===== src/rtl/prach_rd_sched_if.sv =====
// rtl/prach_rd_sched_if.sv - output sample stream bundle of prach_rd_sched
//
// master: m_valid, m_data[31:0] {di,dr}, m_chn[7:0], m_hdr[119:0], m_sop, m_eop out; m_ready in
// slave : mirror of master
interface prach_rd_sched_if;
    logic         m_valid;
    logic         m_ready;
    logic [31:0]  m_data;
    logic [7:0]   m_chn;
    logic [119:0] m_hdr;
    logic         m_sop;
    logic         m_eop;

    modport master (
        output m_valid, m_data, m_chn, m_hdr, m_sop, m_eop,
        input  m_ready
    );

    modport slave (
        input  m_valid, m_data, m_chn, m_hdr, m_sop, m_eop,
        output m_ready
    );
endinterface


===== src/rtl/prach_rd_sched.sv =====
// rtl/prach_rd_sched.sv - round-robin PRACH channel-buffer read scheduler with FWFT output FIFO
//
// Optional feature macro: PRACH_RD_SCHED_ERR_CNT_EN (rejected-occasion counter; err_cnt_o tied 0 if undefined)
// Ports:
//   clk, rst_n           clock, synchronous active-low reset
//   ch_req_i/ch_hdr_i/ch_num_sym_i   per-channel request, 120-bit header, symbol count
//   ch_ack_o             one-cycle acknowledge to the granted channel
//   rd_addr_o/rd_en_o/rd_data_i      shared word address, one-hot read enable, per-channel read data
//   m                    output stream (prach_rd_sched_if.master)
//   err_cnt_o            saturating count of rejected occasions
module prach_rd_sched #(
    parameter int NUM_CH     = 4,
    parameter int RD_LAT     = 3,
    parameter int FIFO_DEPTH = 8
) (
    input  logic                   clk,
    input  logic                   rst_n,
    input  logic [NUM_CH-1:0]      ch_req_i,
    input  logic [NUM_CH*120-1:0]  ch_hdr_i,
    input  logic [NUM_CH*4-1:0]    ch_num_sym_i,
    output logic [NUM_CH-1:0]      ch_ack_o,
    output logic [11:0]            rd_addr_o,
    output logic [NUM_CH-1:0]      rd_en_o,
    input  logic [NUM_CH*32-1:0]   rd_data_i,
    prach_rd_sched_if.master       m,
    output logic [15:0]            err_cnt_o
);
    localparam int PW = (NUM_CH > 1) ? $clog2(NUM_CH) : 1;
    localparam int AW = $clog2(FIFO_DEPTH);
    localparam int FW = 34;

    typedef enum logic [1:0] {IDLE, GRANT, READ, DRAIN} state_t;

    state_t            state_q, state_d;
    logic [PW-1:0]     rr_q, rr_d, sel_q, sel_d, pick;
    logic [PW:0]       sum;
    logic [NUM_CH-1:0] req_eff, rot;
    logic              found;
    logic [11:0]       cnt_q, cnt_d, len_q, len_d, len_now, rd_addr_q, rd_addr_d;
    logic [119:0]      hdr_q, hdr_d;
    logic [7:0]        chn_q, chn_d;
    logic [NUM_CH-1:0] ack_q, ack_d;
    logic              issue, iss_sop, iss_eop, bad_sym, credit, wr, pop;
    // Issue pipeline: bit 0 is the cycle rd_en is on the bus, bit RD_LAT is the FIFO write.
    logic [RD_LAT:0]   pv_q, ps_q, pe_q;
    logic [FW-1:0]     mem [FIFO_DEPTH];
    logic [AW-1:0]     wp_q, rp_q;
    logic [AW:0]       fcnt_q, infl_q;
    logic [FW-1:0]     head;

    logic [119:0]      hdr_a  [NUM_CH];
    logic [3:0]        nsym_a [NUM_CH];
    logic [31:0]       rdd_a  [NUM_CH];

    for (genvar c = 0; c < NUM_CH; c++) begin : g_unpack
        assign hdr_a[c]  = ch_hdr_i[120*c +: 120];
        assign nsym_a[c] = ch_num_sym_i[4*c +: 4];
        assign rdd_a[c]  = rd_data_i[32*c +: 32];
    end

    // A channel whose ack is on the wire this cycle has not yet seen it, so its
    // still-high request is stale and must not win a second grant.
    always_comb begin
        req_eff = ch_req_i & ~ack_q;
        rot     = NUM_CH'({req_eff, req_eff} >> rr_q);
        found   = |rot;
        sum     = '0;
        for (int i = NUM_CH - 1; i >= 0; i--) begin
            if (rot[i]) sum = (PW+1)'(i);
        end
        sum = sum + {1'b0, rr_q};
        if (sum >= (PW+1)'(NUM_CH)) sum = sum - (PW+1)'(NUM_CH);
        pick = sum[PW-1:0];
    end

    assign len_now = 12'd1536 * {8'd0, nsym_a[sel_q]};
    assign bad_sym = (nsym_a[sel_q] == 4'd0) || (nsym_a[sel_q] > 4'd2);
    assign credit  = ({1'b0, fcnt_q} + {1'b0, infl_q}) < (AW+2)'(FIFO_DEPTH);
    assign wr      = pv_q[RD_LAT];
    assign head    = mem[rp_q];
    assign pop     = m.m_valid & m.m_ready;

    always_comb begin
        state_d   = state_q;
        sel_d     = sel_q;
        rr_d      = rr_q;
        cnt_d     = cnt_q;
        len_d     = len_q;
        hdr_d     = hdr_q;
        chn_d     = chn_q;
        ack_d     = '0;
        issue     = 1'b0;
        iss_sop   = 1'b0;
        iss_eop   = 1'b0;
        rd_addr_d = rd_addr_q;
        case (state_q)
            IDLE: begin
                if (found) begin
                    sel_d   = pick;
                    state_d = GRANT;
                end
            end
            GRANT: begin
                ack_d[sel_q] = 1'b1;
                hdr_d        = hdr_a[sel_q];
                chn_d        = 8'(sel_q);
                rr_d         = (sel_q == PW'(NUM_CH - 1)) ? '0 : sel_q + PW'(1);
                len_d        = len_now;
                if (bad_sym) begin
                    state_d = IDLE;
                end else begin
                    // FIFO and pipeline are empty here, so word 0 goes out with the ack.
                    issue     = 1'b1;
                    iss_sop   = 1'b1;
                    rd_addr_d = '0;
                    cnt_d     = 12'd1;
                    state_d   = READ;
                end
            end
            READ: begin
                if (credit) begin
                    issue     = 1'b1;
                    rd_addr_d = cnt_q;
                    iss_eop   = (cnt_q == len_q - 12'd1);
                    cnt_d     = cnt_q + 12'd1;
                    if (iss_eop) state_d = DRAIN;
                end
            end
            DRAIN: begin
                if (pop && head[33]) state_d = IDLE;
            end
            default: state_d = IDLE;
        endcase
    end

    always_ff @(posedge clk) begin
        if (!rst_n) begin
            state_q   <= IDLE;
            rr_q      <= '0;
            sel_q     <= '0;
            cnt_q     <= '0;
            len_q     <= '0;
            hdr_q     <= '0;
            chn_q     <= '0;
            ack_q     <= '0;
            rd_addr_q <= '0;
            pv_q      <= '0;
            ps_q      <= '0;
            pe_q      <= '0;
            wp_q      <= '0;
            rp_q      <= '0;
            fcnt_q    <= '0;
            infl_q    <= '0;
        end else begin
            state_q   <= state_d;
            rr_q      <= rr_d;
            sel_q     <= sel_d;
            cnt_q     <= cnt_d;
            len_q     <= len_d;
            hdr_q     <= hdr_d;
            chn_q     <= chn_d;
            ack_q     <= ack_d;
            rd_addr_q <= rd_addr_d;
            pv_q      <= {pv_q[RD_LAT-1:0], issue};
            ps_q      <= {ps_q[RD_LAT-1:0], issue & iss_sop};
            pe_q      <= {pe_q[RD_LAT-1:0], issue & iss_eop};
            if (wr)  wp_q <= wp_q + AW'(1);
            if (pop) rp_q <= rp_q + AW'(1);
            fcnt_q    <= fcnt_q + (AW+1)'(wr) - (AW+1)'(pop);
            infl_q    <= infl_q + (AW+1)'(issue) - (AW+1)'(wr);
        end
    end

    // Credit accounting guarantees a free slot for every write, so no full check.
    always_ff @(posedge clk) begin
        if (wr) mem[wp_q] <= {pe_q[RD_LAT], ps_q[RD_LAT], rdd_a[sel_q]};
    end

    always_comb begin
        rd_en_o = '0;
        if (pv_q[0]) rd_en_o[sel_q] = 1'b1;
    end

    assign ch_ack_o  = ack_q;
    assign rd_addr_o = rd_addr_q;
    assign m.m_valid = (fcnt_q != '0);
    assign m.m_data  = head[31:0];
    assign m.m_sop   = m.m_valid & head[32];
    assign m.m_eop   = m.m_valid & head[33];
    assign m.m_hdr   = hdr_q;
    assign m.m_chn   = chn_q;

`ifdef PRACH_RD_SCHED_ERR_CNT_EN
    logic [15:0] err_q;
    logic        err_inc;

    assign err_inc = (state_q == GRANT) && bad_sym;

    always_ff @(posedge clk) begin
        if (!rst_n) begin
            err_q <= '0;
        end else if (err_inc && (err_q != 16'hFFFF)) begin
            err_q <= err_q + 16'd1;
        end
    end

    assign err_cnt_o = err_q;
`else
    assign err_cnt_o = '0;
`endif
endmodule


===== src/flat_wrapper.sv =====
// flat-port wrapper written by rule: the top's interface ports become plain ports
module prach_rd_sched_flat 
#(
    parameter int NUM_CH     = 4,
    parameter int RD_LAT     = 3,
    parameter int FIFO_DEPTH = 8
)
  (clk, rst_n, ch_req_i, ch_hdr_i, ch_num_sym_i, ch_ack_o, rd_addr_o, rd_en_o, rd_data_i, err_cnt_o, m_m_valid, m_m_data, m_m_chn, m_m_hdr, m_m_sop, m_m_eop, m_m_ready);
  prach_rd_sched_if m_i ();
  input  logic clk;
  input  logic rst_n;
  input  logic [NUM_CH-1:0] ch_req_i;
  input  logic [NUM_CH*120-1:0] ch_hdr_i;
  input  logic [NUM_CH*4-1:0] ch_num_sym_i;
  output logic [NUM_CH-1:0] ch_ack_o;
  output logic [11:0] rd_addr_o;
  output logic [NUM_CH-1:0] rd_en_o;
  input  logic [NUM_CH*32-1:0] rd_data_i;
  output logic [15:0] err_cnt_o;
  output wire logic [$bits(m_i.m_valid)-1:0] m_m_valid;
  output wire logic [$bits(m_i.m_data)-1:0] m_m_data;
  output wire logic [$bits(m_i.m_chn)-1:0] m_m_chn;
  output wire logic [$bits(m_i.m_hdr)-1:0] m_m_hdr;
  output wire logic [$bits(m_i.m_sop)-1:0] m_m_sop;
  output wire logic [$bits(m_i.m_eop)-1:0] m_m_eop;
  input wire logic [$bits(m_i.m_ready)-1:0] m_m_ready;
  assign m_m_valid = m_i.m_valid;
  assign m_m_data = m_i.m_data;
  assign m_m_chn = m_i.m_chn;
  assign m_m_hdr = m_i.m_hdr;
  assign m_m_sop = m_i.m_sop;
  assign m_m_eop = m_i.m_eop;
  assign m_i.m_ready = m_m_ready;
  prach_rd_sched #(.NUM_CH(NUM_CH), .RD_LAT(RD_LAT), .FIFO_DEPTH(FIFO_DEPTH)) u_core (.clk(clk), .rst_n(rst_n), .ch_req_i(ch_req_i), .ch_hdr_i(ch_hdr_i), .ch_num_sym_i(ch_num_sym_i), .ch_ack_o(ch_ack_o), .rd_addr_o(rd_addr_o), .rd_en_o(rd_en_o), .rd_data_i(rd_data_i), .m(m_i), .err_cnt_o(err_cnt_o));
endmodule

===== config.mk =====
export PLATFORM = sky130hd
export DESIGN_NAME = prach_rd_sched_flat
export DESIGN_NICKNAME = d
export VERILOG_FILES = /design/src/rtl/prach_rd_sched_if.sv /design/src/rtl/prach_rd_sched.sv /design/src/flat_wrapper.sv
export SDC_FILE = /design/constraint.sdc
export NUM_CORES = 1
export LEC_CHECK = 0
export ABC_AREA = 1
export CORE_AREA = 10 10 316 318
export CTS_BUF_LIST = sky130_fd_sc_hd__clkbuf_4 sky130_fd_sc_hd__clkbuf_8
export CTS_CLUSTER_SIZE = 12
export DETAILED_ROUTE_END_ITERATION = 8
export DIE_AREA = 0 0 326 328
export HOLD_SLACK_MARGIN = 0.1
export PLACE_DENSITY_LB_ADDON = 0.1
export SETUP_SLACK_MARGIN = 0.2
export SLEW_MARGIN = 10
export SYNTH_ARGS = -nofsm -noshare
export SYNTH_HDL_FRONTEND = slang
export SYNTH_SLANG_ARGS = --single-unit

===== constraint.sdc =====
create_clock -name clk -period 3.9 [get_ports clk]
set_clock_uncertainty 0.15 [all_clocks]
set_input_delay 0.78 -clock clk [delete_from_list [all_inputs] [get_ports clk]]
set_output_delay 0.78 -clock clk [all_outputs]
set_load 0.1 [all_outputs]

==> qor.txt <==
Initial antenna violation count: 31
Synthesized area per cell: 8.162 um^2
CTS buffer count: 87
Post-route setup slack: 0.4437 ns
Setup TNS: 0 ns
Cell depth of the worst min-delay path: 2
Floorplan core area: 93050 um^2
RR Endpoint: u_core.infl_q[2]
Worst-skew pair later-pin latency: 0.70 ns
Library cells used by synthesis: 38
CP startpoint kind: register
HPWL after DPL: 90880 um
Via-to-Cell Ratio: 4.602
Final cell utilization of the core: 0.3676
Post-synth top cells: 825 x nor2_1, 541 x o21ai_0, 272 x edfxtp_1
GPL Wtd Cong: 0.8962
Top post-synthesis cells by area: edfxtp_1 36%, dfxtp_1 17%, nor2_1 14%
Die Ht: 328 um
Chip width: 326 um
Via count: 22390
DR pass1 iterations: 7
RSZ-0062 raised after global routing: no
Reg area: 11940 um^2
Status: complete, no violations
Max clock buf depth: 3
TritonCTS clock tree: done
Pins Over Slew Limit: 0
Vias in the first global route: 22500
Post-synth EDFFs: 272
Final Setup Violations: 0
Cells after synthesis: 2788
Largest net degree at the start of global routing: 175
Worst path required time: 2.97 ns
Iteration-0 DRC Markers: 1419
Measured slew at the worst slew-check pin: 1.124 ns
Area delta synth->final: 50.31%
First-pass GRT wire length: 167200 um
CTS Root Buffer Type: clkbuf_8
Ys flop type: edfxtp_1
Tmin final: 3.456 ns
Area share of the largest cell type after synthesis: 0.3589
Critical path arrival: 2.53 ns
I/O pin cnt: 830
Overall overflow remaining after global route: 0
Worst slack, placed: 0.0008460 ns
R2R cell count: 17
Reg2Reg Setup Slack: 0.59 ns
Tot Pwr: 27.82 mW
Post-detailed-route wirelength per cell: 24.75 um
Row count: 112
Clock sink count: 460
Final Cell Area: 34200 um^2
Footprint of the multi-input gates: 9253 um^2
Worst setup path class: register to output port
#FFs+latches synth: 460
Setup crit end kind: output port
Post-Synthesis Cell Area: 22760 um^2
Hold endpoint: u_core.pe_q[3]
Routed wire length: 120400 um
Ys async rst share: 0
Seq/Total Area, Yosys: 0.5243
Max-slew headroom: 0.2507
Final hold violations: 0
DRC errors left: 0
Port-buffer cells: 807
Max Cap Violations: 0
Final Cycle Share: 0.8862
Htree depth: 3
Worst r2r src: u_core.sel_q[0]
DP Area: 32290 um^2
CP Max Fanout: 89
Post-synth top area cell: edfxtp_1
PD cells: 813.5 nW/um^2
Fmax: 289.3 MHz
Share of layout cells above drive strength 1: 0.1024
Initial Utilization: 0.2446
Static leakage: 13.28 nW
Worst hold-check path type: register to register
Maximum vdd drop: 0.4332 mV
Die Area: 106900 um^2
Gr usage total: 0.2131
Fin nets: 4190
Worst min-delay path startpoint: u_core.pe_q[2]
Fillcell total: 9906
Count leader, synth: nor2_1
Post-route ant nets: 0
Ys Warns: 0
CTS clk-pin slew, worst paths: 0.06 ns
-- report_power, final --
part | leakage [nW] | switching, mW | internal (mW)
sequential | 4.00 | 0.542 | 6.22
combinational | 8.32 | 11.9 | 4.11
clock | 0.963 | 2.20 | 2.81
total | 13.3 | 14.7 | 13.1
-- per-layer routing --
| layer | routed length, um | GRT usage |
|---|---|---|
| met2 | 59660 | 0.3705 |
| met3 | 8558 | 0.06146 |
| met4 | 5982 | 0.1113 |
| met5 | 118 | 0 |
| met1 | 46130 | 0.2340 |
-- what timing repair did --
action / 4_1_cts / 5_1_grt
hold buffers: 0 / 0
hold endpoints to repair: 0 / 0
setup endpoints to repair: 6 / 2
buffers inserted: 0 / 1
pin swaps: 0 / 0
resized for setup: 3 / 1
-- worst max-delay path: stages, from the launching register on --
cell	delay (ns)
dfxtp_4	0.44
clkinv_2	0.11
buf_12	0.31
o21ai_0	0.13
o22ai_1	0.14
nor2_1	0.05
a31oi_1	0.36
buf_12	0.23
-- cell families after synthesis --
family / after synthesis / synth area share
AND/OR/NAND/NOR: 1018 / 0.1760
AO/OA/AOI/OAI: 841 / 0.1993
flip-flops: 460 / 0.5243
buffers and inverters: 421 / 0.07654
adder cells (fa/ha/maj): 30 / 0.01716
XOR/XNOR: 17 / 0.006543
other: 1 / 0.0001648
-- placed cells by master (no fill, tap or decap), types with 4 or more instances in the layout --
cell and count:
xor2_1 12, clkinv_1 10, inv_1 181, clkdlybuf4s50_1 691, o22ai_1 185, nor2_1 817
diode_2 17, edfxtp_1 272, nor3_1 4, buf_4 122, a21oi_1 31, nand4_1 24
clkbuf_4 31, xnor2_1 5, o21ai_0 541, clkbuf_8 101, clkinv_2 4, nor2_4 8
nand2_1 109, conb_1 22, buf_12 48, ha_1 27, o21ai_1 36, a21oi_2 11
dfxtp_1 184, a31oi_1 30, nand3_1 36, nand2_2 11
-- registers in the layout (all words and copies together) (netlist names), 3 cells and up, named ones only --
| signal | cells |
|---|---|
| u_core.wp_q | 3 |
| u_core.ps_q | 4 |
| u_core.cnt_q | 12 |
| u_core.rp_q | 3 |
| u_core.mem | 272 |
| u_core.pv_q | 4 |
| u_core.fcnt_q | 4 |
| u_core.m.m_hdr | 120 |
| u_core.ch_ack_o | 4 |
| u_core.rd_addr_o | 12 |
| u_core.len_q | 3 |
| u_core.infl_q | 4 |
| u_core.pe_q | 4 |
-- worst max-delay path by stage --
stage                        to  depth (start not counted)  slack [ns]       startpoint
2_1_floorplan       m_m_data[2]                          7        0.25         register
3_3_place_gp   u_core.infl_q[2]                         17      -0.008  ch_num_sym_i[0]
3_5_place_dp   u_core.infl_q[2]                         17      0.0008  ch_num_sym_i[4]
4_1_cts                 m_m_eop                          8        0.19         register
5_1_grt                 m_m_eop                          9        0.27         register
6_report            m_m_data[5]                          7        0.44         register
-- through the flow --
step | hold slack [ns] | std cells
final | 0.2514 | 4866
after global routing | 0.2785 | 4858
after CTS | 0.2408 | 4848
after detailed placement | 0.2484 | 4693
after global placement | 0.2425 | 4693
after floorplan | 0.2405 | 2809
-- layout make-up --
class | instances | area share
diodes | 17 | 0.001244
well taps | 1254 | 0.04587
clock inverters | 23 | 0.006292
flip-flops and latches | 460 | 0.3492
clock buffers | 132 | 0.04744
multi-input cells | 1928 | 0.2705
inverters | 188 | 0.02125
repair buffers | 864 | 0.2582
Note: power is estimated with default switching activity, not from simulation.
